$ cat config.mk
export PLATFORM = sky130hd
export DESIGN_NAME = pipe_scroller
export DESIGN_NICKNAME = d
export VERILOG_FILES = /design/src/rtl/flappy_pkg.sv /design/src/rtl/lfsr16.sv /design/src/rtl/pipe_scroller.sv
export SDC_FILE = /design/constraint.sdc
export NUM_CORES = 1
export LEC_CHECK = 0
export ABC_CLOCK_PERIOD_IN_PS = 3690
export BUFFER_PORTS_ARGS = -buffer_cell sky130_fd_sc_hd__buf_2
export CAP_MARGIN = 20
export CORE_MARGIN = 5
export CORE_UTILIZATION = 45
export CTS_CLUSTER_SIZE = 25
export DETAILED_ROUTE_END_ITERATION = 8
export HOLD_SLACK_MARGIN = 0.08
export PLACE_DENSITY = 0.67
export REMOVE_ABC_BUFFERS = 1
export SYNTH_ARGS = -nofsm -noshare
export SYNTH_HDL_FRONTEND = slang
export SYNTH_HIERARCHICAL = 1
export SYNTH_SLANG_ARGS = --single-unit
$ cat constraint.sdc
create_clock -name Clk -period 3.69 [get_ports Clk]
set_clock_uncertainty 0.15 [all_clocks]
set_input_delay 0.369 -clock Clk [delete_from_list [all_inputs] [get_ports Clk]]
set_output_delay 0.369 -clock Clk [all_outputs]
set_load 0.01 [all_outputs]
$ cat src/rtl/flappy_pkg.sv
// Shared constants, state encoding and score helpers for the flappy game blocks
// (pipe_scroller, obstacle checker, renderer).
package flappy_pkg;

   localparam int NUM_PIPES = 3;
   localparam int SCREEN_W  = 640;
   localparam int SCREEN_H  = 480;
   localparam int PIPE_W    = 80;
   localparam int PIPE_GAP  = 100;

   typedef enum logic [1:0] {
      ST_IDLE = 2'd0,
      ST_RUN  = 2'd1,
      ST_HALT = 2'd2
   } state_t;

   function automatic logic [7:0] score_inc_bin(input logic [7:0] s);
      logic [7:0] n;
      if (s == 8'hFF) n = s;
      else            n = s + 8'd1;
      return n;
   endfunction

   // Two-digit BCD increment that sticks at 99.
   function automatic logic [7:0] score_inc_bcd(input logic [7:0] s);
      logic [7:0] n;
      if (s == 8'h99)           n = s;
      else if (s[3:0] == 4'd9)  n = {s[7:4] + 4'd1, 4'd0};
      else                      n = {s[7:4], s[3:0] + 4'd1};
      return n;
   endfunction

endpackage

$ cat src/rtl/lfsr16.sv
// Free-running 16-bit Fibonacci LFSR (x^16 + x^14 + x^13 + x^11 + 1) with a
// synchronous reset to a nonzero seed.
module lfsr16 #(
   parameter logic [15:0] SEED = 16'hACE1
) (
   input  logic        Clk,
   input  logic        reset,
   output logic [15:0] value
);

   logic [15:0] q_r;
   logic        fb_s;

   assign fb_s  = q_r[0] ^ q_r[2] ^ q_r[3] ^ q_r[5];
   assign value = q_r;

   // Shift right every clock, feedback enters at the top.
   always_ff @(posedge Clk) begin
      if (reset) q_r <= SEED;
      else       q_r <= {fb_s, q_r[15:1]};
   end

endmodule

$ cat src/rtl/pipe_scroller.sv
// Scrolls three pipes, respawns them with random gaps and keeps the score.
// Define SCORE_BCD_EN for a two-digit BCD score (saturates at 99) instead of binary.
module pipe_scroller
   import flappy_pkg::*;
#(
   parameter int          TICK_DIV     = 833333,
   parameter int          SPEED        = 2,
   parameter int          PIPE_W       = flappy_pkg::PIPE_W,
   parameter int          PIPE_SPACING = 240,
   parameter int          PIPE_START   = 400,
   parameter int          GAP_MIN      = 60,
   parameter int          GAP_RANGE    = 240,
   parameter logic [15:0] LFSR_SEED    = 16'hACE1
) (
   input  logic        Clk,
   input  logic        reset,
   input  logic        Start,
   input  logic        Ack,
   input  logic        Lose,
   input  logic [9:0]  Bird_X,
   output logic [9:0]  X_Edge,
   output logic [9:0]  Y_Edge,
   output logic [29:0] Pipe_X_All,
   output logic [29:0] Pipe_Y_All,
   output logic [7:0]  Score,
   output logic        Frame_Tick,
   output logic        Q_Idle,
   output logic        Q_Run,
   output logic        Q_Halt
);

   localparam int               CNT_W       = (TICK_DIV > 1) ? $clog2(TICK_DIV) : 1;
   localparam logic [CNT_W-1:0] CNT_MAX     = CNT_W'(TICK_DIV - 1);
   localparam logic [9:0]       SPEED_V     = 10'(SPEED);
   localparam logic [9:0]       RESPAWN_ADD = 10'(3 * PIPE_SPACING - SPEED);
   localparam logic [9:0]       GAP_MIN_V   = 10'(GAP_MIN);

   if (PIPE_START + 2 * PIPE_SPACING > 1023) begin : g_bad_start
      $error("pipe_scroller: PIPE_START + 2*PIPE_SPACING exceeds the 10-bit X range");
   end
   if (3 * PIPE_SPACING > 1023) begin : g_bad_spacing
      $error("pipe_scroller: 3*PIPE_SPACING exceeds the 10-bit X range");
   end
   if (SPEED >= PIPE_SPACING) begin : g_bad_speed
      $error("pipe_scroller: SPEED must be smaller than PIPE_SPACING");
   end

   state_t           state_r;
   logic [9:0]       x_r [NUM_PIPES];
   logic [9:0]       y_r [NUM_PIPES];
   logic [1:0]       cur_r;
   logic [7:0]       score_r;
   logic [CNT_W-1:0] cnt_r;
   logic             tick_r;
   logic [15:0]      lfsr_s;
   logic [9:0]       x_cur_s;
   logic [9:0]       y_cur_s;
   logic [10:0]      pass_sum_s;
   logic             pass_s;
   logic [7:0]       score_inc_s;

   // Fold an 8-bit random slice into [GAP_MIN, GAP_MIN + GAP_RANGE - 1].
   function automatic logic [9:0] gap_y(input logic [7:0] r);
      logic [8:0] rr;
      logic [8:0] m;
      rr = {1'b0, r};
      if (rr >= 9'(GAP_RANGE)) m = rr - 9'(GAP_RANGE);
      else                     m = rr;
      return GAP_MIN_V + {1'b0, m};
   endfunction

   lfsr16 #(.SEED(LFSR_SEED)) u_lfsr (
      .Clk   (Clk),
      .reset (reset),
      .value (lfsr_s)
   );

   // Current-pipe select and the pass test against the bird.
   always_comb begin
      x_cur_s = x_r[0];
      y_cur_s = y_r[0];
      case (cur_r)
         2'd0:    begin x_cur_s = x_r[0]; y_cur_s = y_r[0]; end
         2'd1:    begin x_cur_s = x_r[1]; y_cur_s = y_r[1]; end
         2'd2:    begin x_cur_s = x_r[2]; y_cur_s = y_r[2]; end
         default: begin x_cur_s = x_r[0]; y_cur_s = y_r[0]; end
      endcase
      pass_sum_s = {1'b0, x_cur_s} + 11'(PIPE_W);
      if (pass_sum_s < {1'b0, Bird_X}) pass_s = 1'b1;
      else                             pass_s = 1'b0;
`ifdef SCORE_BCD_EN
      score_inc_s = score_inc_bcd(score_r);
`else
      score_inc_s = score_inc_bin(score_r);
`endif
   end

   // Game FSM, scroll counter, pipe motion and scoring.
   always_ff @(posedge Clk) begin
      if (reset) begin
         state_r <= ST_IDLE;
         for (int i = 0; i < NUM_PIPES; i++) begin
            x_r[i] <= 10'(PIPE_START + i * PIPE_SPACING);
            y_r[i] <= GAP_MIN_V;
         end
         cur_r   <= 2'd0;
         score_r <= 8'd0;
         cnt_r   <= '0;
         tick_r  <= 1'b0;
      end else begin
         tick_r <= 1'b0;
         case (state_r)
            ST_IDLE: begin
               if (Start) begin
                  state_r <= ST_RUN;
                  score_r <= 8'd0;
                  cur_r   <= 2'd0;
                  cnt_r   <= '0;
                  y_r[0]  <= gap_y(lfsr_s[7:0]);
                  y_r[1]  <= gap_y(lfsr_s[11:4]);
                  y_r[2]  <= gap_y(lfsr_s[15:8]);
               end
            end
            ST_RUN: begin
               // Lose beats any tick or pass landing on the same edge.
               if (Lose) begin
                  state_r <= ST_HALT;
               end else begin
                  if (cnt_r == CNT_MAX) begin
                     cnt_r  <= '0;
                     tick_r <= 1'b1;
                     for (int i = 0; i < NUM_PIPES; i++) begin
                        if (x_r[i] < SPEED_V) begin
                           x_r[i] <= x_r[i] + RESPAWN_ADD;
                           y_r[i] <= gap_y(lfsr_s[7:0]);
                        end else begin
                           x_r[i] <= x_r[i] - SPEED_V;
                        end
                     end
                  end else begin
                     cnt_r <= cnt_r + 1'b1;
                  end
                  if (pass_s) begin
                     cur_r   <= (cur_r == 2'd2) ? 2'd0 : cur_r + 2'd1;
                     score_r <= score_inc_s;
                  end
               end
            end
            ST_HALT: begin
               if (Ack) begin
                  state_r <= ST_IDLE;
                  for (int i = 0; i < NUM_PIPES; i++) begin
                     x_r[i] <= 10'(PIPE_START + i * PIPE_SPACING);
                     y_r[i] <= GAP_MIN_V;
                  end
                  cur_r <= 2'd0;
                  cnt_r <= '0;
               end
            end
            default: begin
               state_r <= ST_IDLE;
            end
         endcase
      end
   end

   assign X_Edge     = x_cur_s;
   assign Y_Edge     = y_cur_s;
   assign Pipe_X_All = {x_r[2], x_r[1], x_r[0]};
   assign Pipe_Y_All = {y_r[2], y_r[1], y_r[0]};
   assign Score      = score_r;
   assign Frame_Tick = tick_r;
   assign Q_Idle     = (state_r == ST_IDLE);
   assign Q_Run      = (state_r == ST_RUN);
   assign Q_Halt     = (state_r == ST_HALT);

endmodule
### Yosys cells after proc, flatten, opt, wreduce, memory -nomap -nowiden

Memory sizes are Yosys's and may differ from the RTL's.
Index checks and enable logic that the tools add are counted.

| storage, ports and cells | value |
|---|---|
| bits of input ports | 15 |
| output and inout port bits | 92 |
| word-level logic and storage cells | 190 |
| memory bits (writable) | 60 |
| memories kept | 2 |
| bits in registers | 49 |
| latch bits | 0 |
| ROM bits | 0 |

| cells by class | value |
|---|---|
| reduce and logical (&&, ||, !) cells | 8 |
| $mul | 0 |
| eq/ne operators | 12 |
| $lt $le $gt $ge | 7 |
| shifts and indexed selects | 0 |
| muxes and demuxes | 114 |
| div/mod/pow operators | 0 |
| bitwise logic cells | 22 |
| add/subtract/negate cells | 19 |

Memory list:

| memory | words | width | rd ports | clocked after memory_dff | write ports | line | text |
|---|---|---|---|---|---|---|---|
| x_r | 3 | 10 | 3 | 0 | 3 | pipe_scroller.sv:49 | `logic [9:0] x_r [NUM_PIPES];` |
| y_r | 3 | 10 | 3 | 0 | 3 | pipe_scroller.sv:50 | `logic [9:0] y_r [NUM_PIPES];` |

Operators by type and width:

| kind | count |
|---|---|
| $mux 9 | 27 |
| $mux 10 | 18 |
| $mux 20 | 4 |
| $add 6x9->10 const A | 6 |
| $pmux 20 s3 | 1 |
| $mux 1 | 48 |
| $pmux 10 s2 | 2 |
| $mux 8 | 4 |
| $add 10x10->10 const B | 3 |
| $lt 10x2->1 const B | 3 |
| $sub 10x2->10 const B | 3 |
| $sub 8x8->9 const B | 3 |
| $ge 8x8->1 const B | 3 |
| $add 20x1->20 const B | 1 |
| $eq 20x20->1 const B | 1 |
| $or 1x1->1 | 18 |
| $pmux 8 s2 | 1 |
| $mux 2 | 7 |
| $pmux 2 s3 | 2 |
| $add 10x7->11 const B | 1 |
| $lt 11x10->1 | 1 |
| $ne 2x2->1 const B | 5 |
| $reduce_and 5->1 | 2 |
| $add 8x1->8 const B | 1 |
| 13 further kinds | 17 |

### Depth between registers and ports, before layout

Gate-level depths: netlist of the first run.

| logic depth | value |
|---|---|
| depth in word-level cells | 10 |
| gate-level depth with buffers | 14 |
| gate-level depth less buffers | 13 |

### By module

Netlist of the first run, hierarchy kept.

By module, submodules not included:

| module | area an instance (um^2) | instances | cells each |
|---|---|---|---|
| pipe_scroller | 5,721.7 | 1 | 670 |
| lfsr16 | 457.9 | 1 | 36 |

### Worst setup path before layout of the first run

Ideal clock, no wire load.

| timing | value |
|---|---|
| path kind | reg-to-reg |
| from | reg cur_r[0] |
| to | reg score_r[6], in the netlist Score[6] |
| setup slack | -0.029 ns |
| arrival time | 3.468 ns |
| path buffers | 3 |
| library setup time | 0.101 ns |
| period minus slack after synthesis | 3.719 ns |
| cell stages (with the launch flop) | 15 |
| cell sequence | dfxtp_1 -> inv_1 -> ha_1 -> clkbuf_1 -> clkbuf_1 -> buf_1 -> nor2_1 -> a21oi_1 -> ha_1 -> a21oi_1 -> a21oi_1 -> o2111a_1 -> nor4_1 -> nand3_1 -> o41ai_1 |

| between the ends | value |
|---|---|
| cells in the longest elaborated chain, start to end | 7 |

RTL lines:

| what | line | text |
|---|---|---|
| start, declared | pipe_scroller.sv:51 | `logic [1:0] cur_r;` |
| start signal, assigned | pipe_scroller.sv:144 | `cur_r <= (cur_r == 2'd2) ? 2'd0 : cur_r + 2'd1;` |
| $eq 2x2->1 or $eq 2x1->1 (tied branches) | pipe_scroller.sv:82 | `case (cur_r)` |
| $pmux 10 s2 * | pipe_scroller.sv:82 |  |
| net X_Edge[2] | pipe_scroller.sv:21 | `output logic [9:0] X_Edge,` |
| $add 10x7->11 * | pipe_scroller.sv:88 | `pass_sum_s = {1'b0, x_cur_s} + 11'(PIPE_W);` |
| $lt 11x10->1 * | pipe_scroller.sv:89 | `if (pass_sum_s < {1'b0, Bird_X}) pass_s = 1'b1;` |
| $mux 1 * | pipe_scroller.sv:89 |  |
| $ne 2x1->1 (no line) * | - |  |
| $reduce_and 5->1 (no line) * | - |  |
| end signal, assigned | pipe_scroller.sv:145 | `score_r <= score_inc_s;` |
| end, declared | pipe_scroller.sv:52 | `logic [7:0] score_r;` |

The timed path passes the listed nets; every way through them passes the cells marked *.
A chain may end at the register's enable or synchronous reset.

### Worst setup path after layout of the first run

| timing | value |
|---|---|
| from | reg cur_r[1] |
| to | reg score_r[7], in the netlist Score[7] |

| between the ends | value |
|---|---|
| cells in the longest elaborated chain, start to end | 7 |

RTL lines:

| what | line |
|---|---|
| $eq 2x2->1 or $eq 2x1->1 (tied branches) | pipe_scroller.sv:82 |
| $pmux 10 s2 * | pipe_scroller.sv:82 |
| $add 10x7->11 * | pipe_scroller.sv:88 |
| $lt 11x10->1 * | pipe_scroller.sv:89 |
| $mux 1 * | pipe_scroller.sv:89 |
| $ne 2x1->1 (no line) * | - |
| $reduce_and 5->1 (no line) * | - |

Mark *: on every way between the ends. The rest lies on a longest branch, timed or not.

==> impl_results.md, run 1 <==
* GRT Util Overall at 20.79%
* Vias at 5772
* Vias in the first global route at 5424
* Hold Crit Depth at 4
* Hold EP: state_r[1]
* Synthesis-stage register bit count at 106
* P_sw at 736.0 µW
* Die area at 16180 µm²
* Ys Warns at 6
* Peak supply drop at 0.0002232 V
* PnR Total Power at 2.612 mW
* Outcome: completed
* Clk buf depth at 2
* # fillers at 1230
* Synth Cell Area at 6180 µm²
* Min-Delay Path Class: in -> reg
* Pre-antenna DRT Iters at 5
* R2R depth at 14
* Post-Route WL at 17230 µm
* Critical path arrival at 3630 ps
* Worst-path fanout max at 10
* I/O pin total at 107
* CTS clk-pin slew, worst paths at 70 ps
* Tmin final at 3559 ps
* Syn Area/Cell at 8.753 µm²
* Post-Syn Instances at 706
* Port bufs at 102
* Fmax at 281.0 MHz
* Final hold vios at 0
* Proportion of layout cells with a drive suffix above 1 at 18.08%
* R2R Setup Slk at 130 ps
* Setup TNS at 0 ps
* Row cnt at 42
* Antenna viol nets, final at 0
* Leakage power at 2.806 nW
* RSZ-0062 raised after global routing: true
* Sequential Power Share at 50.3%
* Fin crit share at 96.45%
* DR WL/cell at 17.42 µm
* Synth top cells by count: nor2_1, dfxtp_1, nand2_1, a21oi_1, o21ai_0
* Critical path class: reg -> reg
* Worst Path Required at 3760 ps
* Initial antenna violation count at 0
* Endpoints failing setup at 0
* Post-synth top area share at 21.70%
* Area leader, netlist: dfxtp_1
* Die X at 127.2 µm
* Area growth from synthesis to layout at 16.08%
* Most frequent cell after synthesis: nor2_1
* Top post-synthesis cells by area: dfxtp_1, edfxtp_1, ha_1, nor2_1, a21oi_1
* DP HPWL at 13080 µm
* Rel. slew slack at 41.01%
* CP Launch Type: flop
* Int Pwr at 1.876 mW
* Cell area power density at 364.2 nW/µm²
* Place WS at 44.77 ps
* HP Start: Ack
* Crit end category: flop
* Largest net degree at the start of global routing at 27
* Clk Latency, worst-skew pair at 350 ps
* Distinct cells, synth at 67
* Gp weighted congestion at 0.9310
* Setup slack after layout at 130.9 ps
* Main flop type after synthesis: dfxtp_1
* First-pass GRT wire length at 27350 µm
* EDFF count, synth at 39
* Worst hold slack at 225.3 ps
* Seq/Total Area, Yosys at 40.66%
* Worst R2R End: Score[7]
* # DRC at 0
* Vias per inst at 5.836
* Antenna cells at 0
* Nets at 854
* Final core occ at 53.74%
* Net Sw Frac at 28.17%
* CTS H-tree lvls at 3
* Final instance area at 7173 µm²
* Initial DRC Count at 566
* Clock power share at 33.7%
* Root buf cell: clkbuf_16
* Post-synthesis async set-or-reset flop share at 0%
* Sink Count at 106
* Initial Util at 46.30%
* Die height at 127.2 µm
* CTS Buf Count at 9
* CTS tree: built
* Placed Cells at 973
* Final std cells w/o fill at 989
* Comb pwr share at 15.9%
* RR Startpoint: cur_r[1]
* Dpl cell area at 6872 µm²
* Slew Viols, Final at 0
* Actual slew at the worst max-slew pin at 877.4 ps
* MaxCap Viol Count at 0
* Aggregate global routing overflow at 0
* Area of the core at 13350 µm²
## layer usage
metal	share of wire, %	global-route usage [%]	wire length (µm)
met5	0	0	0
met4	2.7	8.391	462
met3	6.3	4.048	1089
met2	48	34.53	8208
met1	43	26.67	7469
## power by group through the flow
stage,sequential [mW],clock (mW),combinational [mW]
2_1_floorplan,1.34,0,0.244
3_3_place_gp,1.34,0,0.400
3_5_place_dp,1.34,0,0.411
4_1_cts,1.31,0.894,0.413
5_1_grt,1.32,0.950,0.461
6_report,1.31,0.881,0.416
## cell usage in the layout (no fill, tap or decap), drive strengths merged, types with 19 or more instances in the layout
| cell type | count |
|---|---|
| a22oi | 23 |
| xor2 | 21 |
| a21oi | 49 |
| nor2 | 80 |
| buf | 117 |
| dfxtp | 67 |
| o21ai | 45 |
| nand3 | 27 |
| ha | 31 |
| edfxtp | 39 |
| nand2 | 53 |
| nor3 | 19 |
| xnor2 | 24 |
| inv | 43 |
## kinds of logic (layout without fill, tap and decap cells)
group           count (synthesis)  in the layout  share of synthesized area (%)
flops                         106            106                          40.66
mux                             7              7                          1.174
buf+inv                        76            177                          5.689
fa+ha+maj                      31             31                          6.277
other cells                     1              7                        0.06068
simple gates                  262            262                          21.04
xor+xnor                       45             45                          6.378
compound gates                178            178                          18.73
## worst max path at each step
stage | startpoint | endpoint | slack (ps) | cells after the start
5_1_grt | cur_r[1] | Score[7] | -90 | 14
2_1_floorplan | cur_r[0] | Score[6] | -220 | 13
3_5_place_dp | cur_r[0] | Score[7] | 40 | 12
3_3_place_gp | cur_r[0] | Score[6] | 260 | 12
4_1_cts | cur_r[0] | Score[7] | 20 | 12
6_report | cur_r[1] | Score[7] | 130 | 14
## state kept, by name, summed over array words and instances (netlist names)
| register | count |
|---|---|
| Frame_Tick | 1 |
| u_lfsr/value | 16 |
| y_r | 30 |
| state_r | 2 |
| x_r | 27 |
| cur_r | 2 |
| Score | 8 |
| cnt_r | 20 |
## repair_timing
| item | 4_1_cts | 5_1_grt |
|---|---|---|
| setup buffers | 0 | 0 |
| endpoints found under the setup margin | 0 | 10 |
| hold endpoints to repair | 0 | 0 |
| gates resized for setup | 0 | 9 |
| hold buffers | 0 | 0 |
## final cells by class
class / count / area [µm²] / share of cell area, %
Clock inverter: 7 / 43.79 / 0.6105
Tap cell: 176 / 220.2 / 3.070
Sequential cell: 106 / 2512 / 35.03
Multi-Input combinational cell: 530 / 3371 / 46.99
Clock buffer: 9 / 225.2 / 3.140
Inverter: 44 / 177.7 / 2.477
Timing Repair Buffer: 117 / 623.1 / 8.687
## worst max-delay path, cell delays in order (launching register included)
cell      delay, ps
dfxtp_1         330
inv_1            70
ha_1            300
a22o_1          280
mux2i_1         240
buf_4           190
nor2_1           50
xnor2_1         140
ha_1            320
a21oi_1         140
o21ai_0         100
o2111a_1        280
o21a_1          280
o311ai_1        430
o31ai_2         130
Power figures use the tool's default switching activity.
==> run 2: changes to the inputs <==
--- a/config.mk
+++ b/config.mk
@@ -5,7 +5,7 @@
 export SDC_FILE = /design/constraint.sdc
 export NUM_CORES = 1
 export LEC_CHECK = 0
-export ABC_CLOCK_PERIOD_IN_PS = 3690
+export ABC_CLOCK_PERIOD_IN_PS = 3300
 export BUFFER_PORTS_ARGS = -buffer_cell sky130_fd_sc_hd__buf_2
 export CAP_MARGIN = 20
 export CORE_MARGIN = 5
@@ -13,9 +13,8 @@
 export CTS_CLUSTER_SIZE = 25
 export DETAILED_ROUTE_END_ITERATION = 8
 export HOLD_SLACK_MARGIN = 0.08
-export PLACE_DENSITY = 0.67
+export PLACE_DENSITY = 0.64
 export REMOVE_ABC_BUFFERS = 1
 export SYNTH_ARGS = -nofsm -noshare
 export SYNTH_HDL_FRONTEND = slang
-export SYNTH_HIERARCHICAL = 1
 export SYNTH_SLANG_ARGS = --single-unit
==> constraint.sdc (replaced) <==
create_clock -name Clk -period 3.3 [get_ports Clk]
set_clock_uncertainty 0.15 [all_clocks]
set_input_delay 0.33 -clock Clk [delete_from_list [all_inputs] [get_ports Clk]]
set_output_delay 0.33 -clock Clk [all_outputs]
set_load 0.01 [all_outputs]
==> run 2 against run 1 <==
  * Worst hold slack got worse by 92 ps
  * Final cell count increased by 5.0%
  * Global-route usage increased by 0.32 points
  * Non-clock buffer count increased by 18
  * Final area increased by 5.5%
  * Critical path type unchanged
  * Critical path depth unchanged
  * Setup slack improved by 31 ps
==> impl_results.md, run 2 <==
* Main flop type after synthesis: dfxtp_1
* First-pass GRT wire length at 28100 µm (+2.7%)
* Critical path arrival at 3240 ps (-390 ps)
* Synth top cells by count: nor2_1, dfxtp_1, nand2_1, a21oi_1, inv_1
* Post-Route WL at 17610 µm (+2.2%)
* Nets at 899 (+5.3%)
* Crit end category: flop
* Final core occ at 54.51% (+0.77 points)
* Cell area power density at 419.7 nW/µm² (+15%)
* Most frequent cell after synthesis: nor2_1
* Die area at 16620 µm² (+2.7%)
* Initial DRC Count at 464 (-18%)
* MaxCap Viol Count at 0 (unchanged)
* Gp weighted congestion at 0.9634 (+3.5%)
* RSZ-0062 raised after global routing: false
* Critical path class: reg -> reg
* Hold Crit Depth at 3 (-1)
* Vias at 5908 (+2.4%)
* Commonest non-fill, non-tap cell in the layout: buf_2
* Post-synth top area share at 21.08% (-0.63 points)
* Syn Area/Cell at 8.634 µm² (-1.4%)
* CTS Buf Count at 9 (unchanged)
* Final hold vios at 0 (unchanged)
* Distinct cells, synth at 69 (+3.0%)
* Max reg flops at 30 (unchanged)
* Commonest non-fill, non-tap cells in the layout: buf_2, nor2_1, dfxtp_1
* Synthesis-stage register bit count at 106 (unchanged)
* Sink Count at 106 (unchanged)
* Proportion of layout cells with a drive suffix above 1 at 21.68% (+3.6 points)
* Worst Path Required at 3400 ps (-360 ps)
* EDFF count, synth at 39 (unchanged)
* Port bufs at 102 (unchanged)
* Slew Viols, Final at 0 (unchanged)
* Clk buf depth at 2 (unchanged)
* Vias in the first global route at 5538 (+2.1%)
* Initial antenna violation count at 0 (unchanged)
* Post-synthesis async set-or-reset flop share at 0% (unchanged)
* Initial Util at 45.84% (-0.45 points)
* Fin crit share at 95.09% (-1.4 points)
* Tmin final at 3138 ps (-421.0 ps)
* Peak supply drop at 0.0002592 V (+16%)
* Area of the core at 13880 µm² (+4.0%)
* Area leader, netlist: dfxtp_1
* CTS tree: built
* Root buf cell: clkbuf_16
* GRT Util Overall at 21.11% (+0.32 points)
* Die height at 128.9 µm (+1.4%)
* Min-Delay Path Class: in -> reg
* Worst-path fanout max at 9 (-1)
* CP Launch Type: flop
* Clk Latency, worst-skew pair at 360 ps (about the same)
* Row cnt at 43 (+2.4%)
* I/O pin total at 107 (unchanged)
* Fmax at 318.7 MHz (+13%)
* Ys Warns at 0 (-6)
* Vias per inst at 5.692 (-2.5%)
* Area growth from synthesis to layout at 18.90%
* Pre-antenna DRT Iters at 5 (unchanged)
* CTS H-tree lvls at 3 (unchanged)
* DR WL/cell at 16.96 µm (-2.6%)
* Synth Cell Area at 6364 µm² (+3.0%)
* PnR Total Power at 3.175 mW (+22%)
* Die X at 128.9 µm (+1.4%)
* Rel. slew slack at 48.91% (+7.9 points)
* Antenna cells at 0 (unchanged)
* Top post-synthesis cells by area: dfxtp_1, edfxtp_1, ha_1, nor2_1, a21oi_1
* Antenna viol nets, final at 0 (unchanged)
* Actual slew at the worst max-slew pin at 747.0 ps (-130.4 ps)
* Largest net degree at the start of global routing at 37 (+37%)
* CTS clk-pin slew, worst paths at 70 ps (about the same)
* DP HPWL at 13290 µm (+1.6%)
* Endpoints failing setup at 0 (unchanged)
* Aggregate global routing overflow at 0 (unchanged)
* # DRC at 0 (unchanged)
* Largest registers: y_r: 30 flops, x_r: 27 flops, cnt_r: 20 flops
* Reg with most FFs: y_r
* R2R depth at 14 (unchanged)
* Outcome: completed
* Seq/Total Area, Yosys at 39.48% (-1.2 points)
* Leakage power at 3.056 nW (+8.9%)
* Post-Syn Instances at 737 (+4.4%)
-- run 2: changes by cell type in the layout (fill, tap and decap cells not counted), sizes merged, moves of 6 or more --
cell / before / now
nand2: 53 / 60
buf: 117 / 135
or3: 3 / 9
nand2b: 3 / 11
or4: 0 / 7
and2: 7 / 16
-- run 2: power by group --
part / internal [mW] / switching (mW)
combinational: 0.234 / 0.339
clock: 0.619 / 0.505
sequential: 1.41 / 0.0640
total: 2.27 / 0.908
-- run 2: final timing paths --
kind	startpoint	to	slack, ps
setup / recovery	cur_r[0]	Score[1]	160
hold / removal	Lose	state_r[1]	130
setup reg to reg	cur_r[0]	Score[1]	160
hold reg to reg	cnt_r[1]	cnt_r[1]	330
-- run 2: logic make-up after synthesis --
logic type	Yosys count	share of synthesized area, %
muxes	5	0.7865
AOI/OAI and AO/OA	177	17.68
xor gates and xnor gates	49	6.744
other	1	0.05893
adders and majority gates	31	6.095
and+or+nand+nor	291	23.99
buffers and inverters	77	5.171
DFF	106	39.48
-- run 2: worst max-delay path, cell delays in order (launching register included) --
cell     delay [ps]
dfxtp_4         380
inv_2            60
ha_4            320
nor2_1           50
a21o_1          160
inv_1            90
a21o_1          160
nand2_1          70
xnor2_1         180
ha_1            280
a21o_1          180
a21oi_2         170
nand2_2         110
or3_1           390
a32o_1          260
-- run 2: timing repair --
| action | CTS | global route |
|---|---|---|
| pin swaps | 1 | 5 |
| gates resized for setup | 4 | 15 |
| hold buffers | 0 | 0 |
| setup endpoints to repair | 4 | 10 |
| setup buffers | 0 | 1 |
-- run 2: area by class of cell --
type / count / area [µm²]
Inverter: 41 / 153.9
Clock buffer: 10 / 239.0
Timing Repair Buffer: 135 / 758.2
Fill cell: 1241 / 6315
Sequential cell: 106 / 2517
Multi-Input combinational cell: 560 / 3600
Clock inverter: 6 / 72.57
Tap cell: 180 / 225.2
-- run 2: metrics by stage --
| step | setup WS (ps) | TNS [ps] | instance area (µm²) | hold WS (ps) | cells |
|---|---|---|---|---|---|
| after floorplan | -445.7 | -3675 | 6211 | 246.7 | 707 |
| after global placement | 47.61 | 0 | 7187 | 308.3 | 1021 |
| after detailed placement | -118.9 | -306.2 | 7187 | 319.0 | 1021 |
| after CTS | 2.411 | 0 | 7517 | 123.7 | 1037 |
| after global routing | 2.538 | 0 | 7566 | 135.7 | 1038 |
| final | 161.9 | 0 | 7566 | 133.5 | 1038 |
-- run 2: layer usage --
layer	routed length [µm]	up-vias	share of wire, %	global-route usage, %
met2	8313	197	47	34.91
met4	256	0	1.5	6.856
met5	0	-	0	0
met3	1120	21	6.4	3.196
met1	7915	2825	45	28.43
li1	-	2865	-	-
==> run 3: changes to the inputs <==
--- a/config.mk
+++ b/config.mk
@@ -9,11 +9,11 @@
 export BUFFER_PORTS_ARGS = -buffer_cell sky130_fd_sc_hd__buf_2
 export CAP_MARGIN = 20
 export CORE_MARGIN = 5
-export CORE_UTILIZATION = 45
+export CORE_UTILIZATION = 30
 export CTS_CLUSTER_SIZE = 25
 export DETAILED_ROUTE_END_ITERATION = 8
 export HOLD_SLACK_MARGIN = 0.08
-export PLACE_DENSITY = 0.64
+export PLACE_DENSITY = 0.46
 export REMOVE_ABC_BUFFERS = 1
 export SYNTH_ARGS = -nofsm -noshare
 export SYNTH_HDL_FRONTEND = slang
==> run 3 against run 2 <==
  * Count of clock-buffer cells in the layout shrank 1
  * Combinational power grew 7.3%
  * Maximum frequency shrank 0.90%
  * Register-to-register slack lost 30 ps
  * Final cell count grew 10%
  * Final area grew 3.1%
  * Sequential cell count is the same
  * Sequential share of layout area shrank 1.0 points
  * Non-clock buffer count grew 11
  * Wire length grew 9.9%
  * Critical path type unchanged
  * Largest power group unchanged
==> impl_results.md, run 3 (synthesis results as in run 2) <==
* Proportion of layout cells with a drive suffix above 1 at 22.90% (+1.2 points)
* Hold EP: state_r[1]
* Reg with most FFs: y_r
* Outcome: completed
* Final hold vios at 0 (unchanged)
* Met3 routed WL at 874 µm (-22%)
* R2R depth at 15 (+1)
* Sequential Power Share at 44.4% (-2.1 points)
* Antenna viol nets, final at 0 (unchanged)
* M1 WL at 9550 µm (+21%)
* DP HPWL at 14450 µm (+8.7%)
* Antenna cells at 0 (unchanged)
* Vias in the first global route at 5384 (-2.8%)
* Hold Crit Depth at 3 (unchanged)
* Critical path arrival at 3260 ps (+20 ps)
* CTS clk-pin slew, worst paths at 80 ps (about the same)
* Min-Delay Path Class: in -> reg
* Commonest non-fill, non-tap cells in the layout: buf_2, nor2_1, dfxtp_1
* Cell family with most CP delay: compound AO/OA/AOI/OAI gates
* Highest metal used: met4
* Final core occ at 37.23% (-17 points)
* CP Launch Type: flop
* CTS tree: built
* GRT Util Overall at 15.56% (-5.6 points)
* # DRC at 0 (unchanged)
* Largest net degree at the start of global routing at 37 (unchanged)
* Worst path bufs/invs at 3 (+1)
* Actual slew at the worst max-slew pin at 734.1 ps (-12.98 ps)
* Initial Util at 30.37% (-15 points)
* Setup slack after layout at 133.4 ps (-28.49 ps)
* R2R Setup Slk at 130 ps (-30 ps)
* Placed Cells at 1119 (+9.6%)
* Largest registers: y_r: 30 flops, x_r: 27 flops, cnt_r: 20 flops
* Clk Latency, worst-skew pair at 360 ps (about the same)
* Cells along the critical path: buf_4 -> ha_2 -> a22oi_1 -> a21oi_4 -> and2_4 -> xnor2_1 -> ha_1 -> a21oi_1 -> o21ai_1 -> o2111ai_2 -> buf_4 -> buf_4 -> and2_1 -> nand2_1 -> a311o_1
* Max incr delay on CP at 360 ps (-30 ps)
* Aggregate global routing overflow at 0 (unchanged)
* Gp weighted congestion at 0.8235 (-15%)
* Sink Count at 106 (unchanged)
* Leakage power at 3.117 nW (+2.0%)
* DR WL/cell at 16.91 µm (-0.28%)
* CTS H-tree lvls at 3 (unchanged)
* Critical path class: reg -> reg
* Clock power share at 37.0% (+1.6 points)
* Endpoints failing setup at 0 (unchanged)
* Storage element area at 2515 µm² (about the same)
* CTS Buf Count at 9 (unchanged)
* P_sw at 963.2 µW (+6.0%)
* Die area at 24230 µm² (+46%)
* Fmax at 315.8 MHz (-0.90%)
* Port bufs at 102 (unchanged)
* Initial antenna violation count at 0 (unchanged)
* Worst-path fanout max at 5 (-4)
* Final instance area at 7801 µm² (+3.1%)
* Die X at 155.6 µm (+21%)
* Comb pwr share at 18.5% (+0.5 points)
* Tmin final at 3167 ps (+28.49 ps)
* # fillers at 2253 (+82%)
* Dpl cell area at 7328 µm² (+2.0%)
* HP Start: Lose
* MaxCap Viol Count at 0 (unchanged)
* RR Startpoint: cur_r[1]
* Met2 routed WL at 8788 µm (+5.7%)
* Commonest non-fill, non-tap cell in the layout: buf_2
* Critical-path top delay cell: a311o_1
* Clk buf depth at 2 (unchanged)
* Int Pwr at 2.354 mW (+3.9%)
* Fin crit share at 95.96% (+0.86 points)
* Net Sw Frac at 29.03% (+0.43 points)
* Die height at 155.6 µm (+21%)
* Cell area power density at 425.3 nW/µm² (+1.3%)
* Hold buffers post-CTS at 0 (unchanged)
* First-pass GRT wire length at 30020 µm (+6.8%)
* Worst R2R End: cur_r[0]
* Worst Path Required at 3400 ps (about the same)
* Place WS at -153.1 ps (-34.19 ps)
* Slew Viols, Final at 0 (unchanged)
* Peak supply drop at 0.0002130 V (-18%)
* Crit end category: flop
* Area of the core at 20960 µm² (+51%)
* Pre-antenna DRT Iters at 5 (unchanged)
* Critical Path Most Common Cell: buf_4
* Row cnt at 53 (+23%)
* Vias per inst at 5.037 (-12%)
* Max reg flops at 30 (unchanged)
* Area growth from synthesis to layout at 22.59%
* Nets at 910 (+1.2%)
* Rel. slew slack at 51.06% (+2.2 points)
* I/O pin total at 107 (unchanged)
* Post-Route WL at 19350 µm (+9.9%)
* Area occupied by multi-input gates at 3613 µm² (+0.38%)
* Final std cells w/o fill at 1144 (+10%)
* Vias at 5762 (-2.5%)
* Initial DRC Count at 358 (-23%)
* Root buf cell: clkbuf_16
-- run 3: cell types whose count changed in the layout (fill, tap and decap cells not counted), moves of 2 or more --
cell / delta
o21ai_1: +2
o21ai_0: -2
clkinv_4: -2
buf_4: +10
-- run 3: worst max-delay path by stage --
stage,depth (start not counted),from,to
6_report,15,cur_r[1],cur_r[0]
5_1_grt,16,cur_r[1],Score[1]
4_1_cts,14,cur_r[1],Score[0]
3_5_place_dp,13,cur_r[0],Score[0]
3_3_place_gp,13,cur_r[0],Score[0]
2_1_floorplan,13,cur_r[0],Score[1]
-- run 3: power by group through the flow --
| stage | Combinational, mW | Clock, mW | Sequential (mW) |
|---|---|---|---|
| floorplan | 0.321 | 0 | 1.50 |
| global placement | 0.574 | 0 | 1.51 |
| detailed placement | 0.572 | 0 | 1.50 |
| CTS | 0.586 | 1.25 | 1.47 |
| global route | 0.683 | 1.31 | 1.48 |
| finish | 0.615 | 1.23 | 1.47 |
-- run 3: through the flow --
step	total power, mW	hold slack (ps)	setup TNS, ps
after floorplan	1.825	246.7	-3675
after global placement	2.081	321.1	-179.7
after detailed placement	2.076	315.4	-460.7
after CTS	3.310	141.7	0
after global routing	3.474	156.0	-27.57
final	3.318	147.1	0
-- run 3: worst reg2reg max path: cells and delay by family (launching register included) --
| kind | cells | cell delay [ps] |
|---|---|---|
| adders and majority gates | 2 | 530 |
| DFF | 1 | 330 |
| and+or+nand+nor | 3 | 360 |
| buffers and inverters | 3 | 360 |
| AOI/OAI and AO/OA | 6 | 1210 |
| xor gates and xnor gates | 1 | 120 |
-- run 3: metal layers --
| metal | GRT usage, % | vias to the layer above |
|---|---|---|
| met2 | 25.01 | 139 |
| met5 | 0 | - |
| met3 | 2.746 | 10 |
| met1 | 22.02 | 2719 |
| met4 | 3.210 | 0 |
| li1 | - | 2894 |
-- run 3: layout make-up --
type | count | share of cell area, %
multi-input cells | 560 | 46.32
flip-flops and latches | 106 | 32.24
repair buffers | 146 | 10.83
well taps | 275 | 4.411
clock buffers | 9 | 2.887
inverters | 41 | 1.973
clock inverters | 7 | 1.347
-- run 3: timing repair --
| item | CTS | global route |
|---|---|---|
| gates resized for setup | 4 | 19 |
| buffers inserted | 1 | 8 |
| endpoints found under the setup margin | 9 | 10 |
| pin swaps | 2 | 11 |
